`src/rtl/mux_scan_sequencer.sv`:
```
// rtl/mux_scan_sequencer.sv - sequences a channel mux select, samples each channel into a snapshot word
// Optional feature macro: SCAN_PARITY_EN adds the scan_parity output.
module mux_scan_sequencer #(
    parameter int NUM_CH = 13,
    parameter int SEL_W  = 4,
    parameter int SETTLE = 2
) (
    input  logic              clk,
    input  logic              rst,
    input  logic              start,
    input  logic              cont_mode,
    output logic [SEL_W-1:0]  mux_sel,
    input  logic              mux_out,
    output logic              busy,
    output logic [NUM_CH-1:0] data_out,
    output logic              data_valid,
`ifdef SCAN_PARITY_EN
    output logic              scan_parity,
`endif
    input  logic              data_ready
);

    localparam int CNT_W = (SETTLE < 2) ? 1 : $clog2(SETTLE + 1);
    localparam int CNT_LAST_I = (SETTLE > 0) ? SETTLE - 1 : 0;
    localparam logic [CNT_W-1:0] CNT_LAST = CNT_W'(CNT_LAST_I);
    localparam logic [SEL_W-1:0] SEL_LAST = SEL_W'(NUM_CH - 1);
    localparam bit SKIP_SETTLE = (SETTLE == 0);

    typedef enum logic [1:0] {
        S_IDLE,
        S_SETTLE,
        S_SAMPLE,
        S_DONE
    } state_t;

    state_t              r_state;
    logic [SEL_W-1:0]    r_sel;
    logic [CNT_W-1:0]    r_cnt;
    logic [NUM_CH-1:0]   r_cap;
    logic [NUM_CH-1:0]   r_data;
    logic                r_valid;
    logic                r_busy;
    logic [NUM_CH-1:0]   w_cap_next;
`ifdef SCAN_PARITY_EN
    logic                r_parity;
`endif

    // Capture word with the bit currently being sampled merged in, so the last
    // channel lands in the snapshot on the same edge it is sampled.
    always_comb begin
        w_cap_next        = r_cap;
        w_cap_next[r_sel] = mux_out;
    end

    always_ff @(posedge clk) begin
        if (rst) begin
            r_state  <= S_IDLE;
            r_sel    <= '0;
            r_cnt    <= '0;
            r_cap    <= '0;
            r_data   <= '0;
            r_valid  <= 1'b0;
            r_busy   <= 1'b0;
`ifdef SCAN_PARITY_EN
            r_parity <= 1'b0;
`endif
        end else begin
            case (r_state)
                S_IDLE: begin
                    r_sel <= '0;
                    if (start) begin
                        r_cnt   <= '0;
                        r_busy  <= 1'b1;
                        r_state <= SKIP_SETTLE ? S_SAMPLE : S_SETTLE;
                    end
                end
                S_SETTLE: begin
                    if (r_cnt == CNT_LAST) begin
                        r_cnt   <= '0;
                        r_state <= S_SAMPLE;
                    end else begin
                        r_cnt <= r_cnt + CNT_W'(1);
                    end
                end
                S_SAMPLE: begin
                    r_cap <= w_cap_next;
                    if (r_sel == SEL_LAST) begin
                        r_data   <= w_cap_next;
                        r_valid  <= 1'b1;
`ifdef SCAN_PARITY_EN
                        r_parity <= ^w_cap_next;
`endif
                        r_state  <= S_DONE;
                    end else begin
                        r_sel   <= r_sel + SEL_W'(1);
                        r_state <= SKIP_SETTLE ? S_SAMPLE : S_SETTLE;
                    end
                end
                S_DONE: begin
                    // Select stays on the last channel until the snapshot is taken.
                    if (data_ready) begin
                        r_valid <= 1'b0;
                        r_sel   <= '0;
                        r_cnt   <= '0;
                        if (cont_mode) begin
                            r_state <= SKIP_SETTLE ? S_SAMPLE : S_SETTLE;
                        end else begin
                            r_busy  <= 1'b0;
                            r_state <= S_IDLE;
                        end
                    end
                end
                default: begin
                    r_state <= S_IDLE;
                    r_busy  <= 1'b0;
                    r_valid <= 1'b0;
                    r_sel   <= '0;
                end
            endcase
        end
    end

    assign mux_sel    = r_sel;
    assign busy       = r_busy;
    assign data_out   = r_data;
    assign data_valid = r_valid;
`ifdef SCAN_PARITY_EN
    assign scan_parity = r_parity;
`endif

endmodule

```
`config.mk`:
```
export PLATFORM = sky130hd
export DESIGN_NAME = mux_scan_sequencer
export DESIGN_NICKNAME = d
export VERILOG_FILES = /design/src/rtl/mux_scan_sequencer.sv
export SDC_FILE = /design/constraint.sdc
export NUM_CORES = 1
export LEC_CHECK = 0
export BUFFER_PORTS_ARGS = -buffer_cell sky130_fd_sc_hd__buf_4
export CAP_MARGIN = 25
export CORE_MARGIN = 3
export CORE_UTILIZATION = 40
export DETAILED_ROUTE_END_ITERATION = 8
export SLEW_MARGIN = 20
export SYNTH_ARGS = -nofsm -noshare
export SYNTH_HDL_FRONTEND = slang
export SYNTH_SLANG_ARGS = --single-unit
```
`constraint.sdc`:
```
create_clock -name clk -period 2.3 [get_ports clk]
set_clock_uncertainty 0.15 [all_clocks]
set_input_delay 0.23 -clock clk [delete_from_list [all_inputs] [get_ports clk]]
set_output_delay 0.23 -clock clk [all_outputs]
set_load 0.03 [all_outputs]
```
Word level (Yosys, flattened, before mapping)
Cells that the tools add are included.
W data, S select, Z words.
- register bits: 36
- input bits: 6
- output and inout port bits: 19
- word-level logic and storage cells: 57
- add/sub/neg operators: 2
- magnitude comparators: 2
- eq/ne operators: 11
- muxes and demuxes: 23
- reductions and logical operators: 12
- operator list (cell ; number):
    $mux W2 ; 7
    $bwmux W13 ; 1
    $ne A2 B2 Y1 const B ; 6
    $pmux W4 S3 ; 1
    $reduce_and A3 Y1 ; 4
    $mux W4 ; 2
    $pmux W2 S4 ; 1
    $mux W1 ; 7
    $pmux W2 S3 ; 1
    $reduce_bool A3 Y1 ; 2
    $lt A4 B5 Y1 const B ; 1
    $add A4 B1 Y4 const B ; 1
    $demux W1 S4 ; 1
    $eq A2 B1 Y1 const B ; 2
    $eq A2 B2 Y1 const B ; 2
    $eq A4 B4 Y1 const B ; 1
    $ge A4 B1 Y1 const B ; 1
    $pmux W1 S2 ; 2
    $reduce_and A4 Y1 ; 1
    $reduce_bool A2 Y1 ; 2
    $add A2 B1 Y2 const B ; 1
    $logic_not A2 Y1 ; 1
    $reduce_and A2 Y1 ; 1
    $logic_and A1 B1 Y1 ; 1

Logic depth before layout (Yosys ltp)
Gate-level depths: netlist (run 1).
- depth after elaboration: 5
- depth in mapped cells: 7
- mapped depth without buffers: 6

Least setup slack after synthesis (run 1)
Ideal clock, no wire load.
- path kind: reg-to-reg
- from: register r_sel[0], in the netlist mux_sel[0]
- to: register r_data[4], in the netlist data_out[4]
- library setup time: 0.070 ns
- arrival time: 1.539 ns
- required time: 2.080 ns
- slack: 0.541 ns
- cell stages (with the launch flop): 7
- buffers on the path: 1
- clock period less this slack: 1.759 ns
- path through: dfxtp_1 inv_1 ha_1 nand4_1 buf_2 nand2_1 a21oi_1
- longest elaborated chain between the ends: 5
- elaborated cells on any way between the ends: 8
- those cells by class: order compare: 2; eq/ne: 1; mux: 3; reduce/logical: 2
- ends and longest elaborated chain (item ; line ; text):
    start: declaration ; 37 ; logic [SEL_W-1:0] r_sel;
    start signal: assignment ; 95 ; r_sel <= r_sel + SEL_W'(1);
    $lt A4 B5 Y1 (not written as such) or $ge A4 B1 Y1 (tied branches) ; 52 ; w_cap_next[r_sel] = mux_out;
    $logic_and A1 B1 Y1 (not written as such) ; 52 ;
    $mux W1 (not written as such) ; 52 ;
    $demux W1 S4 ; 52 ;
    $bwmux W13 ; 52 ;
    end signal: assignment ; 88 ; r_data <= w_cap_next;
    end: declaration ; 40 ; logic [NUM_CH-1:0] r_data;
Several ways; a longest one is shown, not always the timed one.
A chain may end at the register's enable or synchronous reset.

Final worst setup path (run 1)
- from: register r_state[1]
- to: register r_data[6], in the netlist data_out[6]
- longest elaborated chain between the ends: 2
- ends and longest elaborated chain (item ; line ; text):
    start: declaration ; 36 ; state_t r_state;
    start signal: assignment ; 74 ; r_state <= SKIP_SETTLE ? S_SAMPLE : S_SETTLE;
    start signal: assignment ; 96 ; r_state <= SKIP_SETTLE ? S_SAMPLE : S_SETTLE;
    start signal: assignment ; 106 ; r_state <= SKIP_SETTLE ? S_SAMPLE : S_SETTLE;
    $eq A2 B2 Y1 ; 68 ; case (r_state)
    $reduce_and A2 Y1 (no source line) ; -- ;
Every way passes these cells.

==> results of run 1 <==
## kinds of logic after synthesis
| kind of cell | after synthesis | synth area share, % |
|---|---|---|
| and+or+nand+nor | 86 | 25.10 |
| adders and majority gates | 10 | 7.559 |
| DFF | 35 | 42.33 |
| AOI/OAI and AO/OA | 29 | 11.41 |
| muxes | 15 | 9.070 |
| buffers and inverters | 17 | 4.534 |
## worst max-delay path by stage
stage,from,to,slack [ps],cells past startpoint
4_1_cts,r_state[0]$_SDFFE_PP0P_,data_out[6]$_SDFFE_PP0P_,300,6
3_5_place_dp,r_state[0]$_SDFFE_PP0P_,data_out[11]$_SDFFE_PP0P_,330,6
3_3_place_gp,r_state[0]$_SDFFE_PP0P_,data_out[10]$_SDFFE_PP0P_,410,6
5_1_grt,r_state[1]$_SDFFE_PP0P_,data_out[11]$_SDFFE_PP0P_,100,5
2_1_floorplan,mux_sel[0]$_SDFFE_PP0P_,data_out[4]$_SDFFE_PP0P_,540,6
6_report,r_state[1]$_SDFFE_PP0P_,data_out[6]$_SDFFE_PP0P_,290,5
## worst min-delay path, cell delays in order
cell and delay, ps:
sky130_fd_sc_hd__buf_4 90, sky130_fd_sc_hd__o41ai_1 70, sky130_fd_sc_hd__a21oi_1 110
## sequential cells by signal, indices dropped and copies added, names as in the netlist
register	flops
r_cap	12
r_state	2
busy	1
mux_sel	4
data_valid	1
data_out	13
r_cnt	2
## layout make-up
cell class | count | area share (%)
clock buffer | 5 | 3.558
clock inverter | 3 | 0.7762
inverter | 6 | 1.164
multi-input combinational | 140 | 45.47
sequential | 35 | 36.22
tap | 48 | 3.105
timing repair buffer | 25 | 9.702
## cells in the final DEF (no fill, tap or decap), types with 3 or more instances in the layout
| master | Yosys | routed |
|---|---|---|
| sky130_fd_sc_hd__inv_1 | 6 | 6 |
| sky130_fd_sc_hd__clkbuf_8 | 0 | 5 |
| sky130_fd_sc_hd__nor2_1 | 18 | 18 |
| sky130_fd_sc_hd__mux2i_1 | 15 | 15 |
| sky130_fd_sc_hd__and3_1 | 3 | 3 |
| sky130_fd_sc_hd__nor3_1 | 6 | 6 |
| sky130_fd_sc_hd__buf_4 | 2 | 25 |
| sky130_fd_sc_hd__nand2_1 | 34 | 34 |
| sky130_fd_sc_hd__dfxtp_1 | 35 | 35 |
| sky130_fd_sc_hd__clkinv_2 | 0 | 3 |
| sky130_fd_sc_hd__nand3_1 | 11 | 11 |
| sky130_fd_sc_hd__ha_1 | 10 | 10 |
| sky130_fd_sc_hd__a21oi_1 | 17 | 17 |
## Yosys cell counts (2+ instances only)
| cell | instances | area, sq um |
|---|---|---|
| sky130_fd_sc_hd__dfxtp_1 | 35 | 700.7 |
| sky130_fd_sc_hd__nand2_1 | 34 | 127.6 |
| sky130_fd_sc_hd__nor2_1 | 18 | 67.56 |
| sky130_fd_sc_hd__a21oi_1 | 17 | 85.08 |
| sky130_fd_sc_hd__mux2i_1 | 15 | 150.1 |
| sky130_fd_sc_hd__nand3_1 | 11 | 55.05 |
| sky130_fd_sc_hd__ha_1 | 10 | 125.1 |
| sky130_fd_sc_hd__clkbuf_1 | 6 | 22.52 |
| sky130_fd_sc_hd__inv_1 | 6 | 22.52 |
| sky130_fd_sc_hd__nor3_1 | 6 | 30.03 |
| sky130_fd_sc_hd__and3_1 | 3 | 18.77 |
| sky130_fd_sc_hd__buf_2 | 3 | 15.01 |
| sky130_fd_sc_hd__a211oi_1 | 2 | 15.01 |
| sky130_fd_sc_hd__and2b_1 | 2 | 15.01 |
| sky130_fd_sc_hd__buf_4 | 2 | 15.01 |
| sky130_fd_sc_hd__o21ai_0 | 2 | 10.01 |
| sky130_fd_sc_hd__o31ai_1 | 2 | 15.01 |
## per-stage QoR
| step | std cells | hold WS, ps | area, sq um |
|---|---|---|---|
| after global placement | 254 | 293.4 | 1851 |
| final | 262 | 101.0 | 1934 |
| after global routing | 262 | 118.5 | 1934 |
| after CTS | 262 | 97.83 | 1934 |
| after detailed placement | 254 | 296.4 | 1851 |
| after floorplan | 192 | 216.0 | 1655 |
## metal layers
metal  wire length [um]  part of all wire [%]  GRT usage, %  vias up
li1                   -                     -             -      690
met1               1649                    47         18.47      622
met2               1674                    48         24.74       21
met3                135                   3.9         3.741        5
met4                 45                   1.3         7.021        0
met5                  0                     0             0        -
## report_power, final
part | leakage (nW) | switching [W] | internal (W) | total, W
clock network | 0.0477 | 0.000222 | 0.000207 | 0.000429
logic | 0.489 | 0.000278 | 0.000199 | 0.000477
registers | 0.283 | 0.0000467 | 0.000649 | 0.000695
==> run metrics, run 1 <==
ratio of cells with drive above 1 in the final layout=19.16%; die height=70.33 um; max-cap violation count=0; first-pass detailed-route iteration total=4; critical path class=reg2reg; total power after layout=0.001601 W; via count of the first global-routing pass=1333; Setup crit end kind=flip-flop; fraction of registers with async set/reset=0%; total via count after detailed routing=1338; number of buffers created by CTS=5; biggest fanout along the worst timing path=13; CTS tree=done; RR Startpoint=r_state[1]$_SDFFE_PP0P_; buffer and inverter count on the worst path=1; synthesized instance count=192; count of pins over their slew limit=0; worst hold stages=3; slack of the worst reg-to-reg path=290 ps; endpoint of the most critical register-to-register path=data_out[6]$_SDFFE_PP0P_; largest voltage drop on the vdd net=0.0005605 V; Largest stage delay, worst path=480 ps; count of cells resized by post-cts repair=0; # IOs=25; type of the most critical hold path=in2reg; CP arrival=2020 ps; Cell variety after synth=35; Worst Hold End=busy$_SDFFE_PP0P_; count of warnings emitted by yosys=0; horizontal die dimension=70.33 um; final critical-path setup slack=290.2 ps; Layout Utilization=50.56%; FF+latch area=700.7 sq um; maximum achievable frequency=497.6 MHz; initial DRC count=63; cell area after synthesis=1655 sq um; DRT antenna net count=0; core area=3826 sq um; power density cells=827.6 nW/um^2; Seq/Total Area, Yosys=42.33%; Worst Path Required=2310 ps; period utilisation layout=87.38%; average wire per cell in the routed design=13.37 um; number of buffers between clock root and the deepest sink=2; global router's overall resource usage=15.12%; actual transition at the worst max-transition pin=505.3 ps; post-CTS setup buffer count=0; hold buffer count at cts=0; footprint of the multi-input gates=879.6 sq um; count of flip-flops with a built-in enable after synthesis=0; outcome=finished clean; setup repair after global routing missed its margin=no; mean number of vias per cell=5.107; Leakage=0.8196 nW; placed wire-length estimate after detailed placement=2.509 mm; routability cong.=0.7587; starting utilization of the core area=43.26%; final hold vios=0; main flop type after synthesis=sky130_fd_sc_hd__dfxtp_1; antenna fix cells=0; drt total wl=3.504 mm; post-place setup slack=329.0 ps; Nets=229; antenna violations before repair=0; aggregate negative setup slack=0 ps; worst-skew pair later-pin latency=290 ps; crit start category=flip-flop; slowest stage cell on the critical path=sky130_fd_sc_hd__dfxtp_1; cells traversed along the worst timing path=ha_1 > nand4_1 > buf_4 > nand2_1 > a21oi_1; path depth of the worst reg2reg path=5; kind of cell adding the most delay to the critical path=flip-flops; syn nets=208; Min Clock Period, post-route=2010 ps; worst-case headroom to the max-slew limit=66.28%; GRT Residual Overflow=0; sinks on the clock net=35; buffer cell driving the clock tree root=sky130_fd_sc_hd__clkbuf_8; clock-pin slew on the worst setup and hold paths=70 ps; floorplan row count=22; area growth from synthesis to layout=16.86%; startpoint of the tightest hold check path=cont_mode; post-route DRC violation count=0; CTS H-tree depth=2; mean area per synthesized cell=8.622 sq um; first-pass GRT wire length=6.009 mm; Setup-failing EPs final=0; pin count of the biggest net entering global routing=35; fill count=378; die area=4946 sq um; synthesized flop and latch total=35; quantity of I/O buffers inserted on ports=24
Power figures use the tool's default switching activity.
==> inputs of run 2 (changes only) <==
--- a/config.mk
+++ b/config.mk
@@ -5,6 +5,7 @@
 export SDC_FILE = /design/constraint.sdc
 export NUM_CORES = 1
 export LEC_CHECK = 0
+export ABC_AREA = 1
 export BUFFER_PORTS_ARGS = -buffer_cell sky130_fd_sc_hd__buf_4
 export CAP_MARGIN = 25
 export CORE_MARGIN = 3
==> run metrics, run 2 <==
clock-pin slew on the worst setup and hold paths=70 ps (about the same); worst hold stages=3 (unchanged); die area=5400 sq um (+9.2%); Worst Path Required=2370 ps (+60 ps); first-pass GRT wire length=7.010 mm (+17%); pin count of the biggest net entering global routing=20 (-43%); crit start category=flip-flop; hold buffer count at cts=0 (unchanged); worst-case headroom to the max-slew limit=62.33% (-3.9 points); fill count=445 (+18%); final hold vios=0 (unchanged); main flop type after synthesis=sky130_fd_sc_hd__dfxtp_1; RR Startpoint=mux_sel[0]$_SDFFE_PP0P_; mean area per synthesized cell=7.007 sq um (-19%); area of placed instances=2022 sq um (+9.3%); buffer cell driving the clock tree root=sky130_fd_sc_hd__clkbuf_8; footprint of the multi-input gates=924.6 sq um (+5.1%); count of flip-flops with a built-in enable after synthesis=0 (unchanged); largest voltage drop on the vdd net=0.0004263 V (-24%); floorplan row count=23 (+4.5%); Cell variety after synth=23 (-34%); most common library cells after synthesis=sky130_fd_sc_hd__nor2_1, sky130_fd_sc_hd__nand2_1, sky130_fd_sc_hd__dfxtp_1; number of buffers created by CTS=5 (unchanged); drt total wl=4.045 mm (+15%); slack of the worst reg-to-reg path=500 ps (+210 ps); post-place setup slack=506.4 ps (+177.4 ps); fraction of registers with async set/reset=0% (unchanged); count of pins over their slew limit=0 (unchanged); global router's overall resource usage=16.63% (+1.5 points); routability cong.=0.7897 (+4.1%); average wire per cell in the routed design=12.07 um (-9.7%); startpoint of the tightest hold check path=mux_out; initial DRC count=79 (+25%); first-pass detailed-route iteration total=5 (+1); via count of the first global-routing pass=1476 (+11%); area leader, netlist=sky130_fd_sc_hd__dfxtp_1; synthesized instance count=260 (+35%); Synth Area in Compound Gates=13.26% (+1.8 points); die height=73.49 um (+4.5%); Min Clock Period, post-route=1796 ps (-214.2 ps); period utilisation layout=78.07% (-9.3 points); syn nets=276 (+33%); Setup-failing EPs final=0 (unchanged); FF+latch area=700.7 sq um (unchanged); antenna fix cells=0 (unchanged); fraction of synthesized cell area taken by the top area cell type=38.46% (-3.9 points); ratio of cells with drive above 1 in the final layout=16.49% (-2.7 points); area growth from synthesis to layout=15.80%; starting utilization of the core area=43.36% (+0.096 points); biggest fanout along the worst timing path=13 (unchanged); post-route cell area=2110 sq um (+9.1%); most common library cell in the layout ignoring fill and taps=sky130_fd_sc_hd__nor2_1; Worst Hold Margin=61.02 ps (-40.02 ps); DRT antenna net count=0 (unchanged); setup repair after global routing missed its margin=no; CTS tree=done; number of buffers between clock root and the deepest sink=2 (unchanged); critical path class=reg2reg; endpoint of the most critical register-to-register path=data_out[11]$_SDFFE_PP0P_; aggregate negative setup slack=0 ps (unchanged); horizontal die dimension=73.49 um (+4.5%); synthesized flop and latch total=35 (unchanged); sinks on the clock net=35 (unchanged); post-CTS setup buffer count=0 (unchanged); maximum achievable frequency=556.9 MHz (+12%); arithmetic-cell share of the synthesized area counting full adders, half adders and majority gates=6.868% (-0.69 points); actual transition at the worst max-transition pin=564.4 ps (+59.13 ps); count of warnings emitted by yosys=0 (unchanged); post-synthesis share of cell area spent on xor and xnor gates=0% (unchanged); total via count after detailed routing=1612 (+20%); cell area after synthesis=1822 sq um (+10%); final critical-path setup slack=504.4 ps (+214.2 ps); # IOs=25 (unchanged); Leakage=1.001 nW (+22%); Setup crit end kind=flip-flop; largest family of logic cells by synthesized area=simple AND/OR/NAND/NOR gates; leading post-synthesis cells by cell area=sky130_fd_sc_hd__dfxtp_1, sky130_fd_sc_hd__nor2_1, sky130_fd_sc_hd__nand2_1; simple-gate area share of the yosys netlist=30.63% (+5.5 points); core area=4202 sq um (+9.8%); top library cells by usage in the layout, fill and taps aside=sky130_fd_sc_hd__nor2_1, sky130_fd_sc_hd__nand2_1, sky130_fd_sc_hd__dfxtp_1; placed wire-length estimate after detailed placement=3.038 mm (+21%); max reg flops=13 (unchanged); worst-skew pair later-pin latency=280 ps (about the same); quantity of I/O buffers inserted on ports=24 (unchanged); mean number of vias per cell=4.812 (-5.8%); Seq/Total Area, Yosys=38.46% (-3.9 points); CTS H-tree depth=2 (unchanged); GRT Residual Overflow=0 (unchanged); Nets=301 (+31%); path depth of the worst reg2reg path=7 (+2); type of the most critical hold path=in2reg; origin of the worst setup path=mux_sel[0]$_SDFFE_PP0P_; max-cap violation count=0 (unchanged); multiplexer area fraction after synthesis=0% (-9.1 points); outcome=finished clean; CP arrival=1860 ps (-160 ps); CP Capture Point=data_out[11]$_SDFFE_PP0P_; most used standard cell by instance count after synthesis=sky130_fd_sc_hd__nor2_1; count of cells resized by post-cts repair=0 (unchanged); power density cells=970.9 nW/um^2 (+17%); post-route DRC violation count=0 (unchanged); antenna violations before repair=0 (unchanged)
## run 2: changes by cell type in the layout (fill, tap and decap cells not counted), sizes merged, moves of 4 or more
cell and delta:
nor3 -5, nand2 +14, mux2i -15, o21ai +24, a211oi -4, nor2 +37, nand4 +4, inv +27
## run 2: logic make-up after synthesis
logic type,Yosys count
fa+ha+maj,10
compound gates,47
flops,35
buf+inv,43
simple gates,125
## run 2: layer usage
layer | vias up | share of wire, % | global-route usage [%]
met4 | 0 | 2.0 | 5.433
li1 | 868 | - | -
met2 | 34 | 43 | 24.41
met3 | 8 | 4.9 | 4.104
met1 | 702 | 50 | 23.71
met5 | - | 0 | 0
## run 2: per-stage QoR
| stage | utilization (%) | power [W] | instances |
|---|---|---|---|
| 6_report | 50.21 | 0.002048 | 335 |
| 3_3_place_gp | 48.12 | 0.001600 | 328 |
| 4_1_cts | 50.21 | 0.002064 | 335 |
| 2_1_floorplan | - | 0.001425 | 260 |
| 3_5_place_dp | 48.12 | 0.001614 | 328 |
| 5_1_grt | 50.21 | 0.002228 | 335 |
## run 2: worst max-delay path, stage by stage, from the launching register on
cell and delay, ps:
sky130_fd_sc_hd__dfxtp_1 360, sky130_fd_sc_hd__inv_1 130, sky130_fd_sc_hd__ha_1 310, sky130_fd_sc_hd__nand3_4 120, sky130_fd_sc_hd__nor2_4 220, sky130_fd_sc_hd__buf_4 230, sky130_fd_sc_hd__o21ai_1 70, sky130_fd_sc_hd__a21oi_1 130
## run 2: cell type report
| type | count | area share, % |
|---|---|---|
| inverters | 33 | 5.872 |
| repair buffers | 28 | 9.964 |
| multi-input cells | 182 | 43.83 |
| well taps | 50 | 2.966 |
| clock buffers | 6 | 3.915 |
| flip-flops and latches | 35 | 33.21 |
| clock inverters | 1 | 0.2372 |
## run 2: how the worst min path moves through the flow
| stage | slack, ps | end |
|---|---|---|
| 2_1_floorplan | 230 | data_out[12]$_SDFFE_PP0P_ |
| 3_5_place_dp | 290 | r_cnt[1]$_SDFFE_PP0P_ |
| 5_1_grt | 100 | data_out[12]$_SDFFE_PP0P_ |
| 6_report | 60 | data_out[12]$_SDFFE_PP0P_ |
| 4_1_cts | 60 | data_out[12]$_SDFFE_PP0P_ |
| 3_3_place_gp | 280 | r_cnt[1]$_SDFFE_PP0P_ |
## run 2: where the power goes
group,switching (W),internal [W],leakage (nW),total [W]
clock network,0.000211,0.000235,0.0470,0.000446
logic,0.000507,0.000285,0.670,0.000793
registers,0.0000924,0.000717,0.284,0.000809
==> inputs of run 3 (changes only) <==
==> constraint.sdc (replaced) <==
create_clock -name clk -period 1.55 [get_ports clk]
set_clock_uncertainty 0.15 [all_clocks]
set_input_delay 0.155 -clock clk [delete_from_list [all_inputs] [get_ports clk]]
set_output_delay 0.155 -clock clk [all_outputs]
set_load 0.03 [all_outputs]
==> run metrics, run 3 (synthesized netlist as in run 2, its figures left out) <==
die area=5400 sq um (unchanged); RR Startpoint=mux_sel[1]$_SDFFE_PP0P_; actual transition at the worst max-transition pin=268.9 ps (-295.6 ps); period utilisation layout=94.13% (+16 points); type of the most critical hold path=in2reg; dominant cell type by count on the critical path=sky130_fd_sc_hd__nor2_1; quantity of I/O buffers inserted on ports=24 (unchanged); fill count=425 (-4.5%); antenna violations before repair=0 (unchanged); critical path class=reg2reg; number of buffers between clock root and the deepest sink=2 (unchanged); origin of the worst setup path=mux_sel[1]$_SDFFE_PP0P_; floorplan row count=23 (unchanged); clock-pin slew on the worst setup and hold paths=70 ps (about the same); drt total wl=4.249 mm (+5.0%); ratio of cells with drive above 1 in the final layout=27.33% (+11 points); Setup crit end kind=flip-flop; post-route DRC violation count=0 (unchanged); routability cong.=0.8105 (+2.6%); largest voltage drop on the vdd net=0.0005636 V (+32%); setup repair after global routing missed its margin=yes; average wire per cell in the routed design=12.14 um (+0.54%); first-pass GRT wire length=7.044 mm (+0.49%); Largest stage delay, worst path=350 ps (about the same); die height=73.49 um (unchanged); final hold vios=0 (unchanged); CP arrival=1540 ps (-320 ps); CTS H-tree depth=2 (unchanged); cells traversed along the worst timing path=inv_1 > ha_4 > buf_4 > nand3_1 > o21ai_0 > nor2_1 > nor2_1; core area=4202 sq um (unchanged); via count of the first global-routing pass=1532 (+3.8%); mean number of vias per cell=4.811 (about the same); internal power consumption=0.002015 W (+63%); count of placed standard cells in the final layout, fillers left out=350 (+4.5%); first-pass detailed-route iteration total=4 (-1); sinks on the clock net=35 (unchanged); Worst Hold Margin=29.99 ps (-31.03 ps); area growth from synthesis to layout=28.64%; # IOs=25 (unchanged); most common library cell in the layout ignoring fill and taps=sky130_fd_sc_hd__nor2_1; top library cells by usage in the layout, fill and taps aside=sky130_fd_sc_hd__nor2_1, sky130_fd_sc_hd__nand2_1, sky130_fd_sc_hd__buf_4; worst-skew pair later-pin latency=290 ps (about the same); max reg flops=13 (unchanged); starting utilization of the core area=43.36% (unchanged); placed wire-length estimate after detailed placement=2.949 mm (-2.9%); buffer cell driving the clock tree root=sky130_fd_sc_hd__clkbuf_8; sequential group share of total power=36.8% (-2.7 points); slowest stage cell on the critical path=sky130_fd_sc_hd__dfxtp_4; outcome=finished clean; logic gate share of total power=42.9% (+4.2 points); global router's overall resource usage=16.80% (+0.17 points); horizontal die dimension=73.49 um (unchanged); NetSw=0.001310 W (+62%); Layout Utilization=55.78% (+5.6 points); Setup-failing EPs final=0 (unchanged); Leakage=1.084 nW (+8.2%); switching part of the total=39.39% (-0.19 points); number of buffers created by CTS=5 (unchanged); initial DRC count=118 (+49%); total via count after detailed routing=1684 (+4.5%); power density cells=1419 nW/um^2 (+46%); clock network power share=20.3% (-1.5 points); biggest fanout along the worst timing path=4 (-9); GRT Residual Overflow=0 (unchanged); maximum achievable frequency=685.4 MHz (+23%); DRT antenna net count=0 (unchanged); count of pins over their slew limit=0 (unchanged); buffer and inverter count on the worst path=2 (unchanged); Worst Path Required=1630 ps (-740 ps); max-cap violation count=0 (unchanged); antenna fix cells=0 (unchanged); Min Clock Period, post-route=1459 ps (-336.7 ps); kind of cell adding the most delay to the critical path=flip-flops; crit start category=flip-flop; Nets=316 (+5.0%); pin count of the biggest net entering global routing=20 (unchanged); CTS tree=done; number of placed instances, taps included=340 (+3.7%); startpoint of the tightest hold check path=rst; worst-case headroom to the max-slew limit=82.05% (+20 points)
-- run 3: changes by cell type in the layout (fill, tap and decap cells not counted), sizes merged --
cell,delta
dlygate4sd3,+1
buf,+14
inv,-1
clkinvlp,+1
-- run 3: repair_timing --
| item | CTS | global route |
|---|---|---|
| pin swaps | 1 | 2 |
| hold endpoints to repair | 1 | 0 |
| gates resized for setup | 4 | 23 |
| buffers inserted | 0 | 2 |
| hold buffers | 1 | 0 |
| endpoints found under the setup margin | 7 | 32 |
-- run 3: cell type report --
| cell class | count | area (sq um) | share of cell area [%] |
|---|---|---|---|
| multi-input combinational | 182 | 1010 | 43.09 |
| timing repair buffer | 43 | 341.6 | 14.58 |
| clock inverter | 1 | 5.005 | 0.2136 |
| tap | 50 | 62.56 | 2.670 |
| inverter | 33 | 130.1 | 5.553 |
| clock buffer | 6 | 82.58 | 3.524 |
| sequential | 35 | 711.9 | 30.38 |
-- run 3: per-stage QoR --
stage	area [sq um]	power (W)	TNS [ps]	worst slack, ps
floorplan	1828	0.002122	0	12.72
global placement	2131	0.002454	-62.09	-39.75
detailed placement	2131	0.002476	-72.92	-50.13
CTS	2238	0.003170	0	4.843
global route	2344	0.003578	-11.60	-7.271
finish	2344	0.003325	0	91.05
-- run 3: worst reg2reg max path, delay by kind of cell (launching register included) --
family / cells / cell delay [ps]
buf+inv: 2 / 250
simple gates: 3 / 260
compound gates: 1 / 230
fa+ha+maj: 1 / 160
flops: 1 / 350
-- run 3: power by group through the flow --
stage / registers [W] / logic, W / clock network [W]
2_1_floorplan: 0.00126 / 0.000859 / 0
3_3_place_gp: 0.00121 / 0.00124 / 0
3_5_place_dp: 0.00122 / 0.00126 / 0
4_1_cts: 0.00120 / 0.00128 / 0.000690
5_1_grt: 0.00124 / 0.00159 / 0.000747
6_report: 0.00122 / 0.00143 / 0.000674
-- run 3: worst paths after layout --
kind                                            endpoint  slack (ps)  cells after the start
worst min-delay path             r_state[0]$_SDFFE_PP0P_          30                      2
worst min register to register     r_cnt[1]$_SDFFE_PP0P_         330                      2
worst max register to register  data_out[8]$_SDFFE_PP0P_          90                      7
worst max-delay path            data_out[8]$_SDFFE_PP0P_          90                      7
-- run 3: metal layers --
metal	wire length, um	track usage, %
met5	0	0
met4	37	4.225
met3	234	4.925
met2	1834	25.39
met1	2142	23.41
